--- src/rtl/pipeline_hazard_ctrl.sv ---
// Pipeline hazard sequencer for the 5-stage 8-bit RISC-V core.
// Covers the hazards forwarding cannot: load-use stalls, taken-branch
// flushes, multi-cycle data-memory waits and HALT. It drives the pipeline
// register enables/flushes and keeps saturating stall/flush counters.
module pipeline_hazard_ctrl #(
  parameter int unsigned MEM_TIMEOUT = 15,
  parameter int unsigned CNT_W       = 16
) (
  input  logic             clk,
  input  logic             rst,
  input  logic [4:0]       id_rs1,
  input  logic [4:0]       id_rs2,
  input  logic             id_use_rs1,
  input  logic             id_use_rs2,
  input  logic             idex_memread,
  input  logic [4:0]       idex_rd,
  input  logic             ex_branch_taken,
  input  logic             ex_halt,
  input  logic             exmem_mem_req,
  input  logic             dmem_ready,
  output logic             pc_write,
  output logic             ifid_write,
  output logic             ifid_flush,
  output logic             idex_write,
  output logic             idex_flush,
  output logic             exmem_write,
  output logic             memwb_flush,
  output logic             pc_sel_branch,
  output logic             halted,
  output logic             mem_err,
  output logic [CNT_W-1:0] stall_cnt,
  output logic [CNT_W-1:0] flush_cnt
);

  localparam logic [1:0] ST_RUN      = 2'd0;
  localparam logic [1:0] ST_MEM_WAIT = 2'd1;
  localparam logic [1:0] ST_HALT     = 2'd2;

  // The wait counter only needs to reach MEM_TIMEOUT, which is at most 255.
  localparam logic [7:0]       TIMEOUT_VAL = 8'(MEM_TIMEOUT);
  localparam logic [CNT_W-1:0] CNT_MAX     = '1;
  localparam logic [CNT_W-1:0] CNT_ONE     = CNT_W'(1);

  logic [1:0]       state_q, state_d;
  logic [7:0]       wait_q, wait_d;
  logic             mem_err_q, mem_err_d;
  logic [CNT_W-1:0] stall_cnt_q, flush_cnt_q;
  logic             stall_inc, flush_inc;

  logic mem_stall;
  logic load_use;
  logic rs1_hit;
  logic rs2_hit;

  // Hazard conditions seen this cycle; x0 never creates a dependency.
  always_comb begin
    mem_stall = exmem_mem_req & ~dmem_ready;
    rs1_hit   = id_use_rs1 & (idex_rd == id_rs1);
    rs2_hit   = id_use_rs2 & (idex_rd == id_rs2);
    load_use  = idex_memread & (idex_rd != 5'd0) & (rs1_hit | rs2_hit);
  end

  // Next-state and pipeline controls, decided by state then hazard priority.
  always_comb begin
    state_d       = state_q;
    wait_d        = wait_q;
    mem_err_d     = mem_err_q;
    stall_inc     = 1'b0;
    flush_inc     = 1'b0;
    pc_write      = 1'b1;
    ifid_write    = 1'b1;
    ifid_flush    = 1'b0;
    idex_write    = 1'b1;
    idex_flush    = 1'b0;
    exmem_write   = 1'b1;
    memwb_flush   = 1'b0;
    pc_sel_branch = 1'b0;
    halted        = 1'b0;

    case (state_q)
      ST_RUN: begin
        if (mem_stall) begin
          // The instruction in MEM is stuck, so everything behind it freezes
          // and a bubble goes into WB.
          pc_write    = 1'b0;
          ifid_write  = 1'b0;
          idex_write  = 1'b0;
          exmem_write = 1'b0;
          memwb_flush = 1'b1;
          state_d     = ST_MEM_WAIT;
          wait_d      = 8'd1;
          stall_inc   = 1'b1;
        end else if (ex_halt) begin
          pc_write   = 1'b0;
          ifid_flush = 1'b1;
          idex_flush = 1'b1;
          state_d    = ST_HALT;
        end else if (ex_branch_taken) begin
          // The squashed younger instruction cannot cause a load-use stall.
          pc_sel_branch = 1'b1;
          ifid_flush    = 1'b1;
          idex_flush    = 1'b1;
          flush_inc     = 1'b1;
        end else if (load_use) begin
          // One bubble is enough; forwarding covers the following cycle.
          pc_write   = 1'b0;
          ifid_write = 1'b0;
          idex_flush = 1'b1;
          stall_inc  = 1'b1;
        end
      end

      ST_MEM_WAIT: begin
        if (dmem_ready) begin
          // Release cycle: hazards in the frozen stages are judged next cycle.
          state_d = ST_RUN;
          wait_d  = 8'd0;
        end else begin
          pc_write    = 1'b0;
          ifid_write  = 1'b0;
          idex_write  = 1'b0;
          exmem_write = 1'b0;
          memwb_flush = 1'b1;
          if (wait_q == TIMEOUT_VAL) begin
            mem_err_d = 1'b1;
            state_d   = ST_HALT;
          end else begin
            wait_d    = wait_q + 8'd1;
            stall_inc = 1'b1;
          end
        end
      end

      default: begin
        // HALT, and the illegal encoding which is folded into HALT. The back
        // end keeps draining; only reset leaves this state.
        pc_write   = 1'b0;
        ifid_write = 1'b0;
        ifid_flush = 1'b1;
        idex_flush = 1'b1;
        halted     = 1'b1;
        state_d    = ST_HALT;
      end
    endcase

    // While reset is held the pipeline runs freely regardless of inputs.
    if (rst) begin
      pc_write      = 1'b1;
      ifid_write    = 1'b1;
      ifid_flush    = 1'b0;
      idex_write    = 1'b1;
      idex_flush    = 1'b0;
      exmem_write   = 1'b1;
      memwb_flush   = 1'b0;
      pc_sel_branch = 1'b0;
      halted        = 1'b0;
    end
  end

  // Sequencer state, memory wait counter and sticky timeout flag.
  always_ff @(posedge clk or posedge rst) begin
    if (rst) begin
      state_q   <= ST_RUN;
      wait_q    <= 8'd0;
      mem_err_q <= 1'b0;
    end else begin
      state_q   <= state_d;
      wait_q    <= wait_d;
      mem_err_q <= mem_err_d;
    end
  end

  // Performance counters stick at all-ones instead of wrapping.
  always_ff @(posedge clk or posedge rst) begin
    if (rst) begin
      stall_cnt_q <= '0;
      flush_cnt_q <= '0;
    end else begin
      if (stall_inc && (stall_cnt_q != CNT_MAX)) begin
        stall_cnt_q <= stall_cnt_q + CNT_ONE;
      end
      if (flush_inc && (flush_cnt_q != CNT_MAX)) begin
        flush_cnt_q <= flush_cnt_q + CNT_ONE;
      end
    end
  end

  assign mem_err   = mem_err_q;
  assign stall_cnt = stall_cnt_q;
  assign flush_cnt = flush_cnt_q;

endmodule

--- config.mk ---
export PLATFORM = sky130hd
export DESIGN_NAME = pipeline_hazard_ctrl
export DESIGN_NICKNAME = d
export VERILOG_FILES = /design/src/rtl/pipeline_hazard_ctrl.sv
export SDC_FILE = /design/constraint.sdc
export NUM_CORES = 1
export LEC_CHECK = 0
export ABC_AREA = 0
export CAP_MARGIN = 10
export CORE_MARGIN = 2
export CORE_UTILIZATION = 40
export DETAILED_ROUTE_END_ITERATION = 12
export PLACE_DENSITY_LB_ADDON = 0.1
export SETUP_SLACK_MARGIN = 0.15
export SLEW_MARGIN = 20
export SYNTH_ARGS = -nofsm -noshare
export SYNTH_HDL_FRONTEND = slang
export SYNTH_SLANG_ARGS = --single-unit
--- constraint.sdc ---
create_clock -name clk -period 4.9 [get_ports clk]
set_input_delay 0.98 -clock clk [delete_from_list [all_inputs] [get_ports clk]]
set_output_delay 0.98 -clock clk [all_outputs]
set_load 0.02 [all_outputs]
==> metrics.yaml, run 1 <==
cts:
  cts_buffers: 5
  ctsResizeCount: 0
  clockBufferDepth: 2
  h-tree-depth: 2
  hold_buffers: 0
  postCtsSetupBuffers: 0
  cts_root_buffer: "clkbuf_8"
  clk_pin_slew_ns: 0.08
  cts_tree: "yes"
  cts.sinks: 43
  clk_latency_ns: 0.30
finish:
  n_fill_cell: 505
  num_antenna_cells: 0
  fin_util_pct: 57.6
  layout-drive-gt1-share_pct: 7.19
  syn_to_final_growth_pct: 36.7
  finalNetCount: 332
die:
  initial_utilization_pct: 42.1
  std_cell_rows: 27
  core-area_um2: 5570
  die_x_um: 80.6
  ios: 66
  dieArea_um2: 6500
  die_y_um: 80.6
detailed_routing:
  wl_per_cell_um: 13.1
  avgViaCountPerCell: 5.21
  first_pass_iters: 4
  wl_um: 4940
  drtAntennaViolNets: 0
  drt_iter0_markers: 108
  drc: 0
  vias: 1969
synthesis:
  syn_nets: 262
  synth_area_leader_cell: "dfrtp_1"
  synthDistinctLibCells: 43
  synthArstFlopShare_pct: 100
  synth_top_family_by_area: "simple AND/OR/NAND/NOR gates"
  synth_top_area_share_pct: 45.8
  synth_mux_area_share_pct: 0.959
  synth_seq_cells: 43
  synth.top_cells.by_area: "dfrtp_1 46%, xnor2_1 9.0%, xor2_1 8.2%"
  yosysWarnings: 0
  synth-compound-area-share_pct: 6.61
  synth-simple-area-share_pct: 24.9
  synth_ff_type: "dfrtp_1"
  synthAdderAreaFrac_pct: 1.60
  syn_area_um2: 2350
  synth_edf_count: 0
  netlist_instances: 235
  synth_xor_xnor_area_share_pct: 17.2
  synth_seq_area_share_pct: 45.8
  syn_area_per_cell_um2: 9.99
setup_path:
  cp.arrival_ns: 3.21
  crit_start: "idex_rd[0]"
  rrSetupSlack_ns: 2.50
  reg2regPathDepth: 7
  r2r_end: "stall_cnt[1]"
  critPathCapture: "idex_flush"
  cp_max_fo: 3
  critPathCaptureType: "output port"
  timing.rr.start: "wait_q[0]"
  cp.required_ns: 3.92
  worst_setup_path_start_kind: "input port"
  path_class: "input port to output port"
grt:
  overflow: 0
  grt_start_max_net_pins: 44
  grt_pass1_vias: 1911
  gr-usage-all-layers_pct: 16.8
  antenna_found_initial: 0
  grt_pass1_wl_um: 8470
timing:
  rsz0062_at_grt: "no"
  fin_tns_setup_ns: 0
  max_freq_mhz: 239
  worst_slew_pin_slew_ns: 0.626
  setup_violations: 0
  finalWorstPathRequiredPeriod_ns: 4.19
  report.final.slew_viol_count: 0
  clock_skew_ns: 0.00553
  hold_viol: 0
  relSlewSlack_pct: 58.3
  fin_crit_sh_pct: 85.5
run:
  drv_cap: 0
placed_design:
  portBuffers: 65
  dpl.hpwl_um: 3650
  gp_congestion: 0.722
hold_path:
  hold_path.class: "register to register"
power_and_ir_drop:
  ir_worst_vdd_mv: 0.114
  power.density_nw_per_um2: 240
  power_leakage_nw: 1.41
run_status:
  status: "finished clean"
through the flow:
step | total power [mW] | area [µm²] | hold slack (ns) | instances | worst slack [ns]
final | 0.771 | 3210 | 0.465 | 378 | 0.708
after global placement | 0.449 | 3080 | 0.439 | 370 | 0.749
after floorplan | 0.410 | 2350 | 0.498 | 235 | 1.35
after detailed placement | 0.450 | 3080 | 0.446 | 370 | 0.720
after global routing | 0.804 | 3210 | 0.483 | 378 | 0.551
after CTS | 0.781 | 3210 | 0.466 | 378 | 0.708
sequential cells by signal (all words and copies together) (netlist names):
name,count
mem_err,1
state_q,2
stall_cnt,16
flush_cnt,16
wait_q,8
per-layer routing:
layer | share of wire, % | global-route usage, % | vias to the layer above
met4 | 1.0 | 5.59 | 0
met2 | 44 | 26.2 | 74
met3 | 8.0 | 4.72 | 4
met5 | 0 | 0 | -
met1 | 47 | 22.4 | 935
li1 | - | - | 956
cells in the mapped netlist (2+ instances only):
master and number:
nand3_1 11, nand2_1 18, nor4_1 8, xnor2_1 24, o21ai_0 6, buf_4 3, dfrtp_1 43, and3_1 5
ha_1 3, o211ai_1 2, mux2_2 2, nor2_1 23, nor3_1 9, nand4_1 10, a21oi_1 4, nor4b_1 2
nor2b_1 2, inv_1 11, or2b_1 2, nor3_2 3, xor2_1 22
worst max-delay path, cell delays in order:
cell and delay [ns]:
clkdlybuf4s50_1 0.46, or4_1 0.58, o211ai_1 0.30, nor4_1 0.08, or2_2 0.28, clkdlybuf4s50_1 0.54
power breakdown:
part / total (mW) / internal (mW) / switching (mW)
Clock: 0.330 / 0.204 / 0.126
Sequential: 0.370 / 0.361 / 0.00856
Combinational: 0.0722 / 0.0391 / 0.0331
layout make-up:
cell class | count | area, µm² | area share, %
clock buffer | 6 | 72.6 | 2.26
clock inverter | 2 | 60.1 | 1.87
inverter | 11 | 41.3 | 1.29
multi-input combinational | 177 | 1200 | 37.5
sequential | 43 | 1080 | 33.5
tap | 72 | 90.1 | 2.81
timing repair buffer | 67 | 666 | 20.7
kinds of logic after synthesis:
group           Yosys count
flops                    43
buf+inv                  15
xor+xnor                 46
compound gates           21
fa+ha+maj                 3
simple gates            105
mux                       2
worst min-delay path by stage:
stage | from | to | slack, ns | depth (start not counted)
3_3_place_gp | mem_err | mem_err | 0.44 | 1
2_1_floorplan | wait_q[7] | wait_q[7] | 0.50 | 2
4_1_cts | mem_err | mem_err | 0.47 | 1
6_report | mem_err | mem_err | 0.47 | 1
5_1_grt | mem_err | mem_err | 0.48 | 1
3_5_place_dp | mem_err | mem_err | 0.45 | 1
placed cells by master (no fill, tap or decap), types with 2 or more instances in the layout:
master and instances:
xor2_1 22, o21ai_0 6, mux2_2 2, bufinv_16 2, nand4_1 10, xnor2_1 24, buf_4 2, nand3_1 11
nor3_2 3, nor4b_1 2, a21oi_1 4, nor2b_1 2, nand2_1 18, nor3_1 9, o211ai_1 2, inv_1 10
dfrtp_1 43, nor4_1 8, and3_1 5, ha_1 3, or2b_1 2, clkdlybuf4s50_1 65, clkbuf_8 5, nor2_1 23
Note: power is estimated with default switching activity, not from simulation.
==> run 2: changes to the inputs <==
CORE_ASPECT_RATIO = 0.9   (was default)
clock period = 5.35 ns   (was 4.9 ns; I/O delays follow)
==> metrics.yaml, run 2 (same netlist as run 1, synthesis figures left out) <==
grt:
  grt_pass1_vias: 1873
  gr-usage-all-layers_pct: 16.6
  grt_pass1_wl_um: 8720
  grt_start_max_net_pins: 44
  overflow: 0
  antenna_found_initial: 0
placed_design:
  place_area_um2: 3070
  gp_congestion: 0.751
  dp.cells: 367
  portBuffers: 65
  dpl.hpwl_um: 3730
finish:
  layout.cells.non_filler: 375
  layout-drive-gt1-share_pct: 6.89
  num_antenna_cells: 0
  n_fill_cell: 522
  final_common_cell: "clkdlybuf4s50_1"
  final_cell_mix: "65 x clkdlybuf4s50_1, 43 x dfrtp_1, 24 x xnor2_1, 23 x nor2_1, 22 x xor2_1"
  final_area_um2: 3200
  syn_to_final_growth_pct: 36.2
  finalNetCount: 331
setup_path:
  cp.arrival_ns: 3.30
  r2r_end: "stall_cnt[1]"
  cp_max_fo: 3
  reg2regPathDepth: 7
  rrSetupSlack_ns: 2.59
  cp.required_ns: 4.28
  crit_buf_inv: 2
  critPathCaptureType: "output port"
  cp_cell_sequence: "clkdlybuf4s50_1, or4_1, o211ai_1, nor4_1, or2_2, clkdlybuf4s50_1"
  cp_top_family: "buffers and inverters"
  worst-path-stages: 6
  slowest_delay_ns: 0.56
  crit_top_cell: "clkdlybuf4s50_1"
  slowest_stage: "or4_1"
  path_class: "input port to output port"
  timing.rr.start: "wait_q[0]"
  worst_setup_path_start_kind: "input port"
hold_path:
  worstHoldStart: "mem_err"
  hold_depth: 1
  hold_path.class: "register to register"
  min_to: "mem_err"
timing:
  hold_viol: 0
  holdWs_ns: 0.465
  clock_skew_ns: 0.00701
  worst_slew_pin_slew_ns: 1.03
  report.final.slew_viol_count: 0
  fin_tns_setup_ns: 0
  max_freq_mhz: 229
  relSlewSlack_pct: 31.2
  finalWorstPathRequiredPeriod_ns: 4.37
  fin_crit_sh_pct: 81.6
  rsz0062_at_grt: "no"
  setup_violations: 0
die:
  ios: 66
  core-area_um2: 5660
  initial_utilization_pct: 41.5
  std_cell_rows: 26
  die_y_um: 76.7
  dieArea_um2: 6500
  die_x_um: 84.8
cts:
  clk_pin_slew_ns: 0.08
  cts_buffers: 5
  cts_tree: "yes"
  h-tree-depth: 2
  postCtsSetupBuffers: 0
  hold_buffers: 0
  ctsResizeCount: 0
  clockBufferDepth: 2
  clk_latency_ns: 0.30
  cts_root_buffer: "clkbuf_8"
  cts.sinks: 43
detailed_routing:
  drtAntennaViolNets: 0
  wl_um: 5010
  wl_per_cell_um: 13.4
  drt_iter0_markers: 69
  vias: 1933
  avgViaCountPerCell: 5.15
  drc: 0
  first_pass_iters: 4
run_status:
  status: "finished clean"
power_and_ir_drop:
  ir_worst_vdd_mv: 0.145
  power.density_nw_per_um2: 221
  power_leakage_nw: 1.41
run:
  drv_cap: 0
-- run 2: changes by cell type in the layout (fill, tap and decap cells not counted), sizes merged --
cell | previous run | this run
inv | 10 | 11
buf | 2 | 1
clkinv | 1 | 0
-- run 2: stage by stage --
step	utilization, %	power [mW]	setup WS, ns
5_1_grt	56.5	0.737	0.889
4_1_cts	56.5	0.717	0.998
6_report	56.5	0.707	0.984
3_3_place_gp	54.2	0.412	1.03
3_5_place_dp	54.2	0.412	1.00
2_1_floorplan	-	0.375	1.62
-- run 2: worst max-delay path by stage --
stage               slack (ns)    endpoint  startpoint
detailed placement        1.00  idex_flush  idex_rd[0]
global route              0.89  idex_flush  idex_rd[1]
finish                    0.98  idex_flush  idex_rd[0]
global placement          1.03  idex_flush  idex_rd[0]
CTS                        1.0  idex_flush  idex_rd[0]
floorplan                 1.62  idex_write         rst
-- run 2: routing by layer --
layer / GRT usage (%) / wire length [µm] / up-vias
met5: 0 / 0 / -
met4: 6.67 / 92 / 0
met3: 4.31 / 291 / 8
met2: 25.4 / 2190 / 58
met1: 22.5 / 2440 / 916
li1: - / - / 951
-- run 2: area by class of cell --
class / count / area [µm²] / area share (%)
Sequential cell: 43 / 1080 / 33.6
Clock inverter: 2 / 60.1 / 1.88
Tap cell: 70 / 87.6 / 2.74
Clock buffer: 6 / 72.6 / 2.27
Multi-Input combinational cell: 177 / 1200 / 37.6
Timing Repair Buffer: 66 / 658 / 20.6
Inverter: 11 / 41.3 / 1.29
-- run 2: where the power goes --
group / total [mW] / switching [mW] / internal, mW
clock network: 0.303 / 0.116 / 0.187
registers: 0.338 / 0.00782 / 0.331
logic: 0.0663 / 0.0307 / 0.0356
==> run 3: changes to the inputs <==
clock period = 3.9 ns   (was 5.35 ns; I/O delays follow)
==> metrics.yaml, run 3 (same netlist as run 1, synthesis figures left out) <==
finish:
  final_common_cell: "clkdlybuf4s50_1"
  final_cell_mix: "63 x clkdlybuf4s50_1, 43 x dfrtp_1, 24 x xnor2_1, 23 x nor2_1, 22 x xor2_1"
  n_fill_cell: 525
  layout-drive-gt1-share_pct: 7.82
  syn_to_final_growth_pct: 35.3
  num_antenna_cells: 0
  regArea_um2: 1080
  multi_input_area_um2: 1200
  finalNetCount: 333
setup_path:
  reg2regPathDepth: 7
  cp_max_fo: 3
  crit_top_cell: "clkdlybuf4s50_1"
  worst_setup_path_start_kind: "input port"
  slowest_stage: "clkdlybuf4s50_1"
  path_class: "input port to output port"
  slowest_delay_ns: 0.60
  cp.arrival_ns: 2.86
  rrSetupSlack_ns: 1.15
  timing.rr.start: "wait_q[0]"
  cp.required_ns: 3.12
  r2r_end: "stall_cnt[1]"
  critPathCaptureType: "output port"
  cp_cell_sequence: "clkdlybuf4s50_1, or4_1, o211ai_1, o21ai_0, nand2_1, clkdlybuf4s50_1"
placed_design:
  gp_congestion: 0.748
  dp_slack_ns: 0.152
  dpl.hpwl_um: 3690
  portBuffers: 65
die:
  initial_utilization_pct: 41.5
  die_x_um: 84.8
  die_y_um: 76.7
  core-area_um2: 5660
  ios: 66
  dieArea_um2: 6500
  std_cell_rows: 26
hold_path:
  worstHoldStart: "mem_err"
  hold_depth: 1
  hold_path.class: "register to register"
  min_to: "mem_err"
grt:
  gr-usage-all-layers_pct: 16.8
  antenna_found_initial: 0
  grt_start_max_net_pins: 44
  grt_pass1_vias: 1892
  grt_pass1_wl_um: 8860
  overflow: 0
detailed_routing:
  drtAntennaViolNets: 0
  drc: 0
  drt_iter0_markers: 78
  wl_um: 4980
  avgViaCountPerCell: 5.15
  first_pass_iters: 4
  vias: 1941
  wl_per_cell_um: 13.2
power_and_ir_drop:
  ir_worst_vdd_mv: 0.187
  power_leakage_nw: 1.41
  power.density_nw_per_um2: 269
cts:
  cts_tree: "yes"
  clk_latency_ns: 0.30
  clk_pin_slew_ns: 0.08
  clockBufferDepth: 2
  h-tree-depth: 2
  cts_buffers: 5
  cts_root_buffer: "clkbuf_8"
  hold_buffers: 0
  cts.sinks: 43
  postCtsSetupBuffers: 0
timing:
  fin_crit_sh_pct: 93.4
  fin_tns_setup_ns: 0
  setup_violations: 0
  report.final.slew_viol_count: 0
  finalWorstPathRequiredPeriod_ns: 3.64
  clock_skew_ns: 0.00947
  max_freq_mhz: 275
  setup_slack_ns: 0.257
  rsz0062_at_grt: "no"
  relSlewSlack_pct: 33.9
  hold_viol: 0
  worst_slew_pin_slew_ns: 0.988
run:
  drv_cap: 0
run_status:
  status: "finished clean"
## run 3: cell count changes in the layout (fill, tap and decap cells not counted)
| cell | delta |
|---|---|
| clkinv_4 | +2 |
| dlygate4sd2_1 | +1 |
| bufinv_16 | -2 |
| clkdlybuf4s50_1 | -2 |
| clkbuf_1 | -1 |
| clkinvlp_4 | +1 |
| buf_4 | +2 |
| dlymetal6s2s_1 | +1 |
## run 3: per-stage QoR
step / std cells / utilization, % / area, µm² / power, mW / hold slack, ns
finish: 377 / 56.1 / 3180 / 0.853 / 0.461
global route: 377 / 56.1 / 3180 / 0.896 / 0.489
CTS: 377 / 56.1 / 3170 / 0.868 / 0.465
detailed placement: 369 / 54.4 / 3080 / 0.566 / 0.445
global placement: 369 / 54.4 / 3080 / 0.566 / 0.438
floorplan: 235 / - / 2350 / 0.515 / 0.498
## run 3: power breakdown
| group | internal [mW] | switching [mW] | leakage (nW) |
|---|---|---|---|
| clock | 0.128 | 0.169 | 0.0443 |
| combinational | 0.0490 | 0.0422 | 0.793 |
| sequential | 0.454 | 0.0109 | 0.568 |
## run 3: area by class of cell
type | instances | share of cell area [%]
inverters | 11 | 1.30
well taps | 70 | 2.76
clock inverters | 3 | 0.788
repair buffers | 68 | 21.2
multi-input cells | 177 | 37.9
clock buffers | 5 | 2.17
flip-flops and latches | 43 | 33.9
## run 3: timing repair
| item | CTS | global route |
|---|---|---|
| pin swaps | 1 | 1 |
| gates resized for setup | 1 | 1 |
| gates cloned | 0 | 0 |
| endpoints found under the setup margin | 1 | 2 |
| hold endpoints to repair | 0 | 0 |
## run 3: how the worst max path moves through the flow
stage                          start         end  slack (ns)  cells after the start
after CTS                 idex_rd[0]  ifid_write        0.18                      6
after global routing      idex_rd[0]    pc_write        0.15                      6
after detailed placement  idex_rd[0]  idex_flush        0.15                      6
final                     idex_rd[0]    pc_write        0.26                      6
after floorplan                  rst  idex_write        0.75                      3
after global placement    idex_rd[0]  idex_flush        0.16                      6
## run 3: worst max-delay path, delay by kind of cell
kind	cells	cell delay, ns
simple gates	2	0.64
compound gates	2	0.39
buf+inv	2	1.06
## run 3: layer usage
metal	up-vias	GRT usage, %	part of all wire [%]
li1	960	-	-
met1	921	23.6	50
met2	53	25.5	44
met3	7	4.52	5.0
met4	0	5.24	1.4
met5	-	0	0
